<file path="src/rtl/watch_pkg.sv">
// Shared widths, limits, FSM states and field selects for the watch core.
// Also holds the 24h -> 12h display mapping.
package watch_pkg;

    localparam int MSEC_W = 7;
    localparam int SEC_W  = 6;
    localparam int MIN_W  = 6;
    localparam int HOUR_W = 5;

    localparam int SEC_MAX  = 59;
    localparam int MIN_MAX  = 59;
    localparam int HOUR_MAX = 23;

    typedef enum logic {
        ST_RUN = 1'b0,
        ST_SET = 1'b1
    } state_e;

    localparam logic [1:0] SEL_SEC  = 2'd0;
    localparam logic [1:0] SEL_MIN  = 2'd1;
    localparam logic [1:0] SEL_HOUR = 2'd2;
    localparam logic [1:0] SEL_NONE = 2'd3;

    // Returns {pm, hour12}: 0 -> 12 AM, 12 -> 12 PM, 13..23 -> 1..11 PM.
    function automatic logic [HOUR_W:0] map_12h(input logic [HOUR_W-1:0] h);
        logic [HOUR_W-1:0] h12;
        logic              pm;
        pm  = (h >= HOUR_W'(12));
        h12 = h;
        if (h == '0) begin
            h12 = HOUR_W'(12);
        end else if (h > HOUR_W'(12)) begin
            h12 = h - HOUR_W'(12);
        end
        return {pm, h12};
    endfunction

endpackage

</file>
<file path="src/rtl/watch_field_cnt.sv">
// One mod-(MAX+1) time field: chain increment with carry-out, plus
// carry-free up/down adjust and a synchronous clear.
module watch_field_cnt #(
    parameter int MAX     = 59,
    parameter int W       = 6,
    parameter int RST_VAL = 0
) (
    input  logic         clk,
    input  logic         rst,
    input  logic         clr_i,
    input  logic         inc_i,
    input  logic         dec_i,
    input  logic         carry_in_i,
    output logic [W-1:0] cnt_o,
    output logic         carry_o
);

    localparam logic [W-1:0] MAXV = W'(MAX);

    logic [W-1:0] cnt_q, cnt_d;
    logic         at_max;

    assign at_max = (cnt_q == MAXV);

    always_comb begin
        cnt_d = cnt_q;
        if (clr_i) begin
            cnt_d = '0;
        end else if (carry_in_i) begin
            cnt_d = at_max ? '0 : cnt_q + W'(1);
        end else if (inc_i && !dec_i) begin
            cnt_d = at_max ? '0 : cnt_q + W'(1);
        end else if (dec_i && !inc_i) begin
            cnt_d = (cnt_q == '0) ? MAXV : cnt_q - W'(1);
        end
    end

    always_ff @(posedge clk or posedge rst) begin
        if (rst) begin
            cnt_q <= W'(RST_VAL);
        end else begin
            cnt_q <= cnt_d;
        end
    end

    // Only the timekeeping chain carries; adjust wraps stay local.
    assign carry_o = carry_in_i & at_max & ~clr_i;
    assign cnt_o   = cnt_q;

endmodule

</file>
<file path="src/rtl/watch_core_param.sv">
// Timekeeping core: prescaler, RUN/SET FSM, field adjust decode,
// hundredths/sec/min/hour chain and optional 12h output.
module watch_core_param
    import watch_pkg::*;
#(
    parameter int CLK_HZ    = 100_000_000,
    parameter int TICK_HZ   = 100,
    parameter int HOUR_12   = 0,
    parameter int INIT_HOUR = 12
) (
    input  logic              clk,
    input  logic              rst,
    input  logic              i_mode,
    input  logic [1:0]        i_sel,
    input  logic              i_up,
    input  logic              i_down,
    output logic [MSEC_W-1:0] msec,
    output logic [SEC_W-1:0]  sec,
    output logic [MIN_W-1:0]  min,
    output logic [HOUR_W-1:0] hour,
    output logic              o_pm,
    output logic              o_set_mode,
    output logic              o_day_tick
);

    localparam int DIV   = CLK_HZ / TICK_HZ;
    localparam int PRE_W = (DIV > 1) ? $clog2(DIV) : 1;
    localparam logic [PRE_W-1:0] PRE_MAX = PRE_W'(DIV - 1);

    state_e            state_q, state_d;
    logic [PRE_W-1:0]  pre_q, pre_d;
    logic              day_tick_q;

    logic              run;
    logic              enter_set;
    logic              tick;
    logic              adj_ok;
    logic              sec_adj, min_adj, hour_adj;
    logic              msec_co, sec_co, min_co, hour_co;
    logic [HOUR_W-1:0] hour_int;
    logic [HOUR_W:0]   h12;

    assign run       = (state_q == ST_RUN);
    assign enter_set = run & i_mode;
    assign tick      = run & (pre_q == PRE_MAX);

    always_comb begin
        state_d = state_q;
        if (i_mode) begin
            state_d = run ? ST_SET : ST_RUN;
        end
    end

    always_comb begin
        pre_d = pre_q + PRE_W'(1);
        if (!run || enter_set || tick) begin
            pre_d = '0;
        end
    end

    always_ff @(posedge clk or posedge rst) begin
        if (rst) begin
            state_q    <= ST_RUN;
            pre_q      <= '0;
            day_tick_q <= 1'b0;
        end else begin
            state_q    <= state_d;
            pre_q      <= pre_d;
            day_tick_q <= hour_co;
        end
    end

    // A mode pulse wins over any simultaneous adjust.
    assign adj_ok = ~run & ~i_mode & (i_up ^ i_down);

    always_comb begin
        sec_adj  = 1'b0;
        min_adj  = 1'b0;
        hour_adj = 1'b0;
        if (adj_ok) begin
            unique case (i_sel)
                SEL_SEC:  sec_adj  = 1'b1;
                SEL_MIN:  min_adj  = 1'b1;
                SEL_HOUR: hour_adj = 1'b1;
                default:  ;
            endcase
        end
    end

    watch_field_cnt #(
        .MAX     (TICK_HZ - 1),
        .W       (MSEC_W),
        .RST_VAL (0)
    ) u_msec (
        .clk        (clk),
        .rst        (rst),
        .clr_i      (enter_set),
        .inc_i      (1'b0),
        .dec_i      (1'b0),
        .carry_in_i (tick),
        .cnt_o      (msec),
        .carry_o    (msec_co)
    );

    watch_field_cnt #(
        .MAX     (SEC_MAX),
        .W       (SEC_W),
        .RST_VAL (0)
    ) u_sec (
        .clk        (clk),
        .rst        (rst),
        .clr_i      (1'b0),
        .inc_i      (sec_adj & i_up),
        .dec_i      (sec_adj & i_down),
        .carry_in_i (msec_co),
        .cnt_o      (sec),
        .carry_o    (sec_co)
    );

    watch_field_cnt #(
        .MAX     (MIN_MAX),
        .W       (MIN_W),
        .RST_VAL (0)
    ) u_min (
        .clk        (clk),
        .rst        (rst),
        .clr_i      (1'b0),
        .inc_i      (min_adj & i_up),
        .dec_i      (min_adj & i_down),
        .carry_in_i (sec_co),
        .cnt_o      (min),
        .carry_o    (min_co)
    );

    watch_field_cnt #(
        .MAX     (HOUR_MAX),
        .W       (HOUR_W),
        .RST_VAL (INIT_HOUR)
    ) u_hour (
        .clk        (clk),
        .rst        (rst),
        .clr_i      (1'b0),
        .inc_i      (hour_adj & i_up),
        .dec_i      (hour_adj & i_down),
        .carry_in_i (min_co),
        .cnt_o      (hour_int),
        .carry_o    (hour_co)
    );

    assign h12 = map_12h(hour_int);

    always_comb begin
        hour = hour_int;
        o_pm = 1'b0;
        if (HOUR_12 != 0) begin
            hour = h12[HOUR_W-1:0];
            o_pm = h12[HOUR_W];
        end
    end

    assign o_set_mode = ~run;
    assign o_day_tick = day_tick_q;

endmodule
</file>
<file path="config.mk">
export PLATFORM = sky130hd
export DESIGN_NAME = watch_core_param
export DESIGN_NICKNAME = d
export VERILOG_FILES = /design/src/rtl/watch_pkg.sv /design/src/rtl/watch_field_cnt.sv /design/src/rtl/watch_core_param.sv
export SDC_FILE = /design/constraint.sdc
export NUM_CORES = 1
export LEC_CHECK = 0
export CAP_MARGIN = 5
export CORE_MARGIN = 2
export CORE_UTILIZATION = 58
export CTS_BUF_LIST = sky130_fd_sc_hd__clkbuf_4 sky130_fd_sc_hd__clkbuf_8 sky130_fd_sc_hd__clkbuf_16
export CTS_CLUSTER_SIZE = 10
export DETAILED_ROUTE_END_ITERATION = 10
export DONT_BUFFER_PORTS = 1
export PLACE_DENSITY = 0.76
export SETUP_SLACK_MARGIN = 0.02
export SLEW_MARGIN = 15
export SYNTH_ARGS = -nofsm -noshare
export SYNTH_HDL_FRONTEND = slang
export SYNTH_SLANG_ARGS = --single-unit
</file>
<file path="constraint.sdc">
create_clock -name clk -period 2.6 [get_ports clk]
set_clock_uncertainty 0.2 [all_clocks]
set_input_delay 0.65 -clock clk [delete_from_list [all_inputs] [get_ports clk]]
set_output_delay 0.65 -clock clk [all_outputs]
set_load 0.1 [all_outputs]
</file>
==> flow_summary.yaml, run 1 <==
status:
  status: "complete, but fails checks"
  violations: "setup timing"
final_layout:
  antenna_cells: 0
  final_util: 0.783
  nFillCells: 355
  stdcell_count: 496
  area_growth_pct: 30.1
  layout-drive-gt1-share: 0.324
  final_nets: 444
critical_path:
  critPathKind: "reg2reg"
  end_kind: "flop"
  cp_common_cell: "or4_4"
  cp_slowest_stage_delay_ps: 600
  cp.required_ps: 2580
  cp_max_fo: 7
  cp.arrival_ps: 2710
  cp-start-kind: "flop"
  crit_path_top_delay_cell: "or4_4"
  crit_chain: "or4_4 > or4_4 > buf_4 > o31ai_4 > buf_6 > a311oi_1 > a21oi_1 > o211ai_1"
clock_tree:
  cts_tree: "done"
  cts_num_sinks: 46
  cts-htree-levels: 2
  root_buffer: "clkbuf_8"
  clk_latency_ps: 310
  clk_pin_slew_ps: 90
  holdBufCountCts: 0
  cts-buffers-inserted: 5
  clockBufferDepth: 2
routing:
  wl_per_cell_um: 17.0
  drt_iter0_drc: 229
  drc: 0
  viasPerCell: 6.14
  drtAntennaViolNets: 0
  firstDrtPassIters: 5
  vias: 3046
  routed_wl_um: 8410
timing:
  setup_slack_ps: -134
  worst_pin_slew_ps: 580
  slew-limit-headroom: 0.613
  hold_viol: 0
  whs_ps: 165
  finalSetupTns_ps: -2300
  rsz0062_at_grt: "yes"
  slew_violations: 0
  setup_violations: 30
  timing.final.crit_share: 1.05
  timing.final.crit_period_ps: 2730
  fmax_mhz: 366
yosys:
  synth_common_cells: "dfrtp_1, nor2_1, nand2_1"
  yosys.area.top_type_share: 0.358
  yosysUniqueCellTypes: 59
  yosys_warnings: 0
  ys_top_cells_by_area: "dfrtp_1, nor2_1, ha_1"
  syn-num-nets: 386
  syn-instance-count: 367
  ys_seq_area_frac: 0.376
  synthFlopType: "dfrtp_1"
  yosysTopAreaCell: "dfrtp_1"
  synth_area_per_cell_sq_um: 8.37
  synth_edf_count: 0
  synthArstFlopShare: 1.00
  synth_seq_cells: 46
  synth_area_sq_um: 3070
die:
  die_w_um: 76.8
  dieHeight_um: 76.8
  core_area_sq_um: 5110
  initial_core_util: 0.601
  num_rows: 26
  die_area_sq_um: 5890
  ios: 34
global_route:
  grt_max_degree: 47
  grt_use_met2: 0.474
  grt_busiest_layer: "met2"
  overflow: 0
  grt_pass1_wl_um: 12900
  grt_usage: 0.263
  grt_use_met1: 0.313
  grt_antenna_before_repair: 0
  grt_pass1_vias: 2932
  use_met3: 0.0518
power:
  leakage_nw: 1.68
  power_density_nw_per_um2: 902
  ir_drop_uv: 663
  p_total_mw: 3.61
flow_run:
  drv_cap: 0
placed_design:
  gp_congestion: 0.897
  io_buffers: 0
  hpwl_um: 5460
  dp_cells: 479
worst_hold_path:
  worstHoldPathType: "in2async"
==> cells by family (layout without fill, tap and decap cells) <==
kind of cell    count (synthesis)  after routing  share of synthesized area
flops                          46             46                      0.376
fa+ha+maj                      12             12                     0.0489
compound gates                 83             83                      0.177
simple gates                  171            171                      0.288
xor+xnor                       23             23                     0.0656
other cells                     1              1                    0.00122
buf+inv                        29             88                     0.0367
mux                             2              2                    0.00692
==> cell usage in the layout (no fill, tap or decap), drive strengths merged, types with 6 or more instances in the layout <==
| cell | instances |
|---|---|
| nor2b | 6 |
| nor3 | 13 |
| dfrtp | 44 |
| o21ai | 20 |
| clkbuf | 8 |
| nand4 | 9 |
| or3 | 10 |
| buf | 67 |
| xor2 | 12 |
| a21oi | 23 |
| nand3 | 23 |
| xnor2 | 11 |
| nand2 | 33 |
| ha | 12 |
| inv | 11 |
| nor2 | 45 |
==> final timing paths <==
| path | startpoint | depth (start not counted) | slack [ps] | endpoint |
|---|---|---|---|---|
| worst max register to register | pre_q[6] | 8 | -130 | u_sec.cnt_o[4] |
| max in group asynchronous | rst | 2 | 1590 | o_set_mode |
| min in group clk | pre_q[0] | 1 | 330 | pre_q[0] |
| worst min register to register | pre_q[0] | 1 | 330 | pre_q[0] |
| worst min-delay path | rst | 2 | 170 | pre_q[0] |
| worst max-delay path | pre_q[6] | 8 | -130 | u_sec.cnt_o[4] |
==> report_power, final <==
group	leakage (nW)	total, mW	internal (mW)	switching, mW
combinational	1.03	2.10	0.589	1.51
clock	0.0486	0.451	0.200	0.250
sequential	0.602	1.06	0.852	0.205
total	1.68	3.61	1.64	1.97
==> sequential cells by signal, indices dropped and copies added (netlist names) <==
register      cells
pre_q            20
u_msec.cnt_o      7
u_min.cnt_o       6
u_sec.cnt_o       6
u_hour.cnt_o      5
o_day_tick        1
o_set_mode        1
==> area by class of cell <==
cell class,count,area (sq um),area share
Sequential cell,46,1160,0.291
Clock inverter,2,13.8,0.00344
Multi-Input combinational cell,292,2030,0.508
Inverter,11,41.3,0.0103
Clock buffer,6,76.3,0.0191
Timing Repair Buffer,69,584,0.146
Tap cell,70,87.6,0.0219
==> worst max-delay path, delay by kind of cell (launching register included) <==
family                 cells  cell delay, ps
AOI/OAI and AO/OA          4             520
buffers and inverters      2             350
DFF                        1             400
and+or+nand+nor            2            1150
==> metrics by stage <==
| stage | setup WS [ps] | area (sq um) |
|---|---|---|
| finish | -134 | 4000 |
| global route | -204 | 4000 |
| CTS | -60.5 | 3690 |
| detailed placement | -47.8 | 3570 |
| global placement | -2.83 | 3570 |
| floorplan | -155 | 3100 |
==> metal layers <==
layer  vias to the layer above  share of wire
met5                         -              0
met4                         0          0.023
met3                        23          0.069
met2                       123           0.52
met1                      1467           0.39
li1                       1433              -
==> timing repair <==
item	in CTS	in global routing
endpoints found under the setup margin	9	41
hold endpoints to repair	0	0
setup buffers	2	4
gates cloned	0	3
pin swaps	3	19
resized for setup	6	55
Power figures use the tool's default switching activity.
==> run 2: changes to the inputs <==
Settings changed: CORE_UTILIZATION 58 to 38, PLACE_DENSITY 0.76 to unset, SYNTH_HIERARCHICAL set to 1.
==> flow_summary.yaml, run 2 <==
timing:
  whs_ps: 34.2
  timing.final.crit_share: 1.08
  setup_slack_ps: -220
  slew_violations: 0
  hold_viol: 0
  rsz0062_at_grt: "yes"
  worst_pin_slew_ps: 600
  slew-limit-headroom: 0.600
  timing.final.crit_period_ps: 2820
  setup_violations: 12
  finalSetupTns_ps: -1520
  fmax_mhz: 355
final_layout:
  final_cell_mix: "buf_4, conb_1, nor2_1"
  final_area_sq_um: 4670
  layout_commonest_cell: "buf_4"
  final_nets: 530
  layout-drive-gt1-share: 0.322
  stdcell_count: 641
  final_util: 0.503
  area_growth_pct: 28.1
  largest_register: "pre_q"
  largest_reg_flops: 20
  antenna_cells: 0
critical_path:
  cp.arrival_ps: 2830
  cp.required_ps: 2610
  critPathKind: "reg2reg"
  reg2reg_depth: 13
  r2r-end: "u_hour/cnt_o[3]"
  cp_max_fo: 7
  regToRegSetupSlack_ps: -220
  cp-start-kind: "flop"
  reg2reg_from: "pre_q[15]"
  end_kind: "flop"
yosys:
  synthFlopType: "dfrtp_1"
  syn-instance-count: 414
  yosys_warnings: 6
  synth_area_per_cell_sq_um: 8.81
  ys_top_cells_by_area: "dfrtp_1, ha_1, nor2_1"
  yosysUniqueCellTypes: 78
  yosys.area.top_type_share: 0.302
  synthArstFlopShare: 1.00
  synth_common_cells: "dfrtp_1, nor2_1, inv_1"
  synth_most_common_cell: "dfrtp_1"
  ys_seq_area_frac: 0.316
  yosysTopAreaCell: "dfrtp_1"
  synth_edf_count: 0
  synth_area_sq_um: 3650
  synth_seq_cells: 46
global_route:
  grt_pass1_vias: 3530
  grt_max_degree: 15
  grt_antenna_before_repair: 0
  grt_usage: 0.191
  grt_pass1_wl_um: 16300
  grt_busiest_layer: "met2"
  grt_use_met1: 0.241
  grt_use_met2: 0.341
  overflow: 0
  use_met3: 0.0294
routing:
  vias: 3510
  viasPerCell: 5.48
  firstDrtPassIters: 5
  drtAntennaViolNets: 0
  drt_iter0_drc: 185
  wl_per_cell_um: 14.7
  drc: 0
  routed_wl_um: 9400
die:
  die_area_sq_um: 10400
  die_w_um: 102
  dieHeight_um: 102
  num_rows: 35
  core_area_sq_um: 9280
  ios: 34
  initial_core_util: 0.393
power:
  leakage_nw: 1.94
  power_density_nw_per_um2: 621
  p_total_mw: 2.90
  ir_drop_uv: 388
clock_tree:
  cts-buffers-inserted: 5
  cts-htree-levels: 2
  clockBufferDepth: 2
  clk_latency_ps: 300
  cts_tree: "done"
  root_buffer: "clkbuf_8"
  cts_num_sinks: 46
  clk_pin_slew_ps: 100
worst_hold_path:
  worstHoldPathType: "in2async"
status:
  violations: "setup timing"
  status: "complete, but fails checks"
flow_run:
  drv_cap: 0
placed_design:
  dp_cells: 625
  io_buffers: 0
  hpwl_um: 7060
  gp_congestion: 0.877
  dpl-instance-area_sq_um: 4370
  pre_cts_ws_ps: -327
run 2: cell count changes after synthesis, moves of 7 or more:
cell / previous run / this run
clkbuf_1: 15 / 2
nand3_1: 23 / 14
nor2_1: 44 / 34
nor3_1: 11 / 18
o2111ai_1: 0 / 8
inv_1: 11 / 30
nand2_1: 33 / 20
a211oi_1: 2 / 12
or3_1: 10 / 2
buf_6: 0 / 7
o21ai_0: 20 / 13
run 2: layout make-up:
class	instances	area (sq um)
clock inverter	1	8.76
timing repair buffer	79	611
clock buffer	7	96.3
multi-input combinational	348	2490
tap	129	161
inverter	31	124
fill	904	4610
sequential	46	1180
run 2: cells by family (layout without fill, tap and decap cells):
| logic type | Yosys count | count (layout) | synth area share |
|---|---|---|---|
| adders and majority gates | 12 | 12 | 0.0412 |
| muxes | 2 | 2 | 0.00549 |
| AOI/OAI and AO/OA | 110 | 110 | 0.221 |
| buffers and inverters | 50 | 118 | 0.0754 |
| DFF | 46 | 46 | 0.316 |
| xor gates and xnor gates | 25 | 25 | 0.0600 |
| and+or+nand+nor | 168 | 168 | 0.280 |
| other | 1 | 31 | 0.00103 |
run 2: how the worst max path moves through the flow:
stage                          startpoint         endpoint  slack, ps  cells after the start
after CTS                      o_set_mode  u_hour/cnt_o[3]       -230                     13
after global routing            pre_q[15]  u_hour/cnt_o[3]       -400                     13
after global placement         o_set_mode  u_hour/cnt_o[3]       -290                     13
after floorplan           u_msec/cnt_o[4]   u_sec/cnt_o[5]         -4                      9
after detailed placement       o_set_mode  u_hour/cnt_o[3]       -330                     13
final                           pre_q[15]  u_hour/cnt_o[3]       -220                     13
run 2: power by group:
group | internal (mW) | switching (mW) | total, mW
combinational | 0.447 | 1.08 | 1.52
sequential | 0.816 | 0.0572 | 0.873
clock | 0.244 | 0.260 | 0.504
total | 1.51 | 1.39 | 2.90
run 2: what timing repair did:
item | 4_1_cts | 5_1_grt
pin swaps | 11 | 13
hold buffers | 1 | 0
gates resized for setup | 20 | 9
setup endpoints to repair | 16 | 18
endpoints found under the hold margin | 22 | 0
setup buffers | 7 | 2
run 2: layer usage:
layer | routed length (um) | vias to the layer above | share of wire
met1 | 4130 | 1691 | 0.44
li1 | - | 1706 | -
met2 | 4690 | 95 | 0.50
met5 | 0 | - | 0
met4 | 145 | 0 | 0.015
met3 | 429 | 18 | 0.046
run 2: worst max-delay path: stages, from the launching register on:
cell,delay (ps)
dfrtp_1,400
nor4bb_2,320
nand4b_1,240
nor2_4,210
inv_6,40
nor3_4,240
inv_4,60
nor3_4,190
inv_2,60
nor3_2,140
buf_4,160
or2_4,140
o21ai_2,60
a221oi_2,270
==> run 3: changes to the inputs <==
Settings changed: CORE_UTILIZATION 38 to 50, GPL_TIMING_DRIVEN set to 0, PLACE_DENSITY set to 0.68.
==> flow_summary.yaml, run 3 (synthesized netlist as in run 2, its figures left out) <==
critical_path:
  cp.arrival_ps: 3200
  worst_path_dominant_cell_family: "simple AND/OR/NAND/NOR gates"
  critPathKind: "reg2reg"
  cp_slowest_stage_delay_ps: 620
  reg2reg_depth: 15
  cp.required_ps: 2620
  crit_chain: "clkbuf_2 > nand3_1 > or2_4 > nor3_4 > buf_6 > inv_6 > nor3_2 > buf_4 > inv_6 > nor3_4 > buf_6 > buf_12 > nor2_4 > xnor2_2 > a211oi_2"
  cp_num_buf_inv: 7
  cp-start-kind: "flop"
  reg2reg_from: "u_msec/cnt_o[5]"
  cp_max_fo: 9
  end_kind: "flop"
  crit_path_top_delay_cell: "dfrtp_4"
  r2r-end: "u_hour/cnt_o[1]"
  regToRegSetupSlack_ps: -570
clock_tree:
  clk_pin_slew_ps: 90
  clockBufferDepth: 2
  cts_tree: "done"
  cts-htree-levels: 2
  cts-buffers-inserted: 5
  clk_latency_ps: 300
  root_buffer: "clkbuf_8"
  cts_num_sinks: 46
power:
  ir_drop_uv: 295
  leakage_nw: 1.83
  power_density_nw_per_um2: 650
routing:
  viasPerCell: 5.87
  firstDrtPassIters: 5
  routed_wl_um: 9340
  wl_per_cell_um: 16.1
  vias: 3400
  drtAntennaViolNets: 0
  drc: 0
  drt_iter0_drc: 163
die:
  ios: 34
  num_rows: 31
  dieHeight_um: 89.4
  initial_core_util: 0.508
  die_w_um: 89.4
  core_area_sq_um: 7180
  die_area_sq_um: 8000
status:
  violations: "setup timing"
  status: "complete, but fails checks"
final_layout:
  antenna_cells: 0
  layout-drive-gt1-share: 0.321
  largest_register: "pre_q"
  largest_reg_flops: 20
  final_cell_mix: "conb_1, dfrtp_1, inv_1"
  layout_commonest_cell: "conb_1"
  area_growth_pct: 27.3
  final_nets: 498
  final_util: 0.647
  nFillCells: 624
  final_area_sq_um: 4640
worst_hold_path:
  worstHoldPathType: "in2async"
placed_design:
  gp_congestion: 0.878
  hpwl_um: 6110
  dpl-instance-area_sq_um: 3980
  pre_cts_ws_ps: -887
  io_buffers: 0
global_route:
  grt_usage: 0.241
  grt_antenna_before_repair: 0
  overflow: 0
  grt_pass1_wl_um: 15300
  grt_max_degree: 23
  grt_pass1_vias: 3169
timing:
  rsz0062_at_grt: "yes"
  timing.final.crit_share: 1.22
  fmax_mhz: 315
  finalSetupTns_ps: -7070
  setup_violations: 18
  slew_violations: 0
  slew-limit-headroom: 0.278
  whs_ps: 185
  hold_viol: 0
  timing.final.crit_period_ps: 3170
  worst_pin_slew_ps: 1080
  setup_slack_ps: -574
flow_run:
  drv_cap: 0
-- run 3: changes by cell type in the layout (fill, tap and decap cells not counted), sizes merged --
cell / change
clkbuf: +3
buf: -37
bufinv: +2
-- run 3: worst reg2reg max path, cell delays in order, from the launching register on --
cell and delay, ps:
dfrtp_4 620, clkbuf_2 270, nand3_1 190, or2_4 340, nor3_4 190, buf_6 140
inv_6 30, nor3_2 140, buf_4 160, inv_6 40, nor3_4 160, buf_6 140
buf_12 100, nor2_4 40, xnor2_2 160, a211oi_2 180
-- run 3: final cells by class --
cell class	instances	area, sq um	area share
Tap cell	99	124	0.0267
Buffer	16	150	0.0323
Sequential cell	46	1180	0.255
Inverter	31	134	0.0288
Clock buffer	5	68.8	0.0148
Timing Repair Buffer	31	267	0.0574
Multi-Input combinational cell	348	2650	0.570
Clock inverter	3	68.8	0.0148
-- run 3: metrics by stage --
stage	power [mW]	instances
final	3.02	579
after global routing	3.19	579
after CTS	2.95	575
after detailed placement	2.22	543
after global placement	2.21	543
after floorplan	2.05	444
-- run 3: how the worst max path moves through the flow --
stage / slack [ps] / to / cells after the start / from
floorplan: -4 / u_sec/cnt_o[5] / 9 / u_msec/cnt_o[4]
global placement: -850 / u_hour/cnt_o[3] / 16 / o_set_mode
CTS: -570 / u_hour/cnt_o[3] / 16 / o_set_mode
finish: -570 / u_hour/cnt_o[1] / 15 / u_msec/cnt_o[5]
detailed placement: -890 / u_hour/cnt_o[3] / 16 / o_set_mode
global route: -750 / u_hour/cnt_o[1] / 17 / o_set_mode
-- run 3: where the power goes --
group          internal, mW  total, mW  switching (mW)
sequential            0.814       1.44           0.631
combinational         0.383      0.923           0.539
clock                 0.385      0.652           0.267
-- run 3: repair_timing --
item	in CTS	in global routing
gates resized for setup	39	35
endpoints found under the setup margin	18	24
pin swaps	29	23
setup buffers	25	8
hold endpoints to repair	22	0
hold buffers	1	0
-- run 3: routing by layer --
metal  vias to the layer above  track usage  wire length [um]
li1                       1636            -                 -
met3                        23       0.0480               580
met5                         -            0                 0
met2                       116        0.383              4490
met1                      1625        0.333              4080
met4                         0       0.0651               189
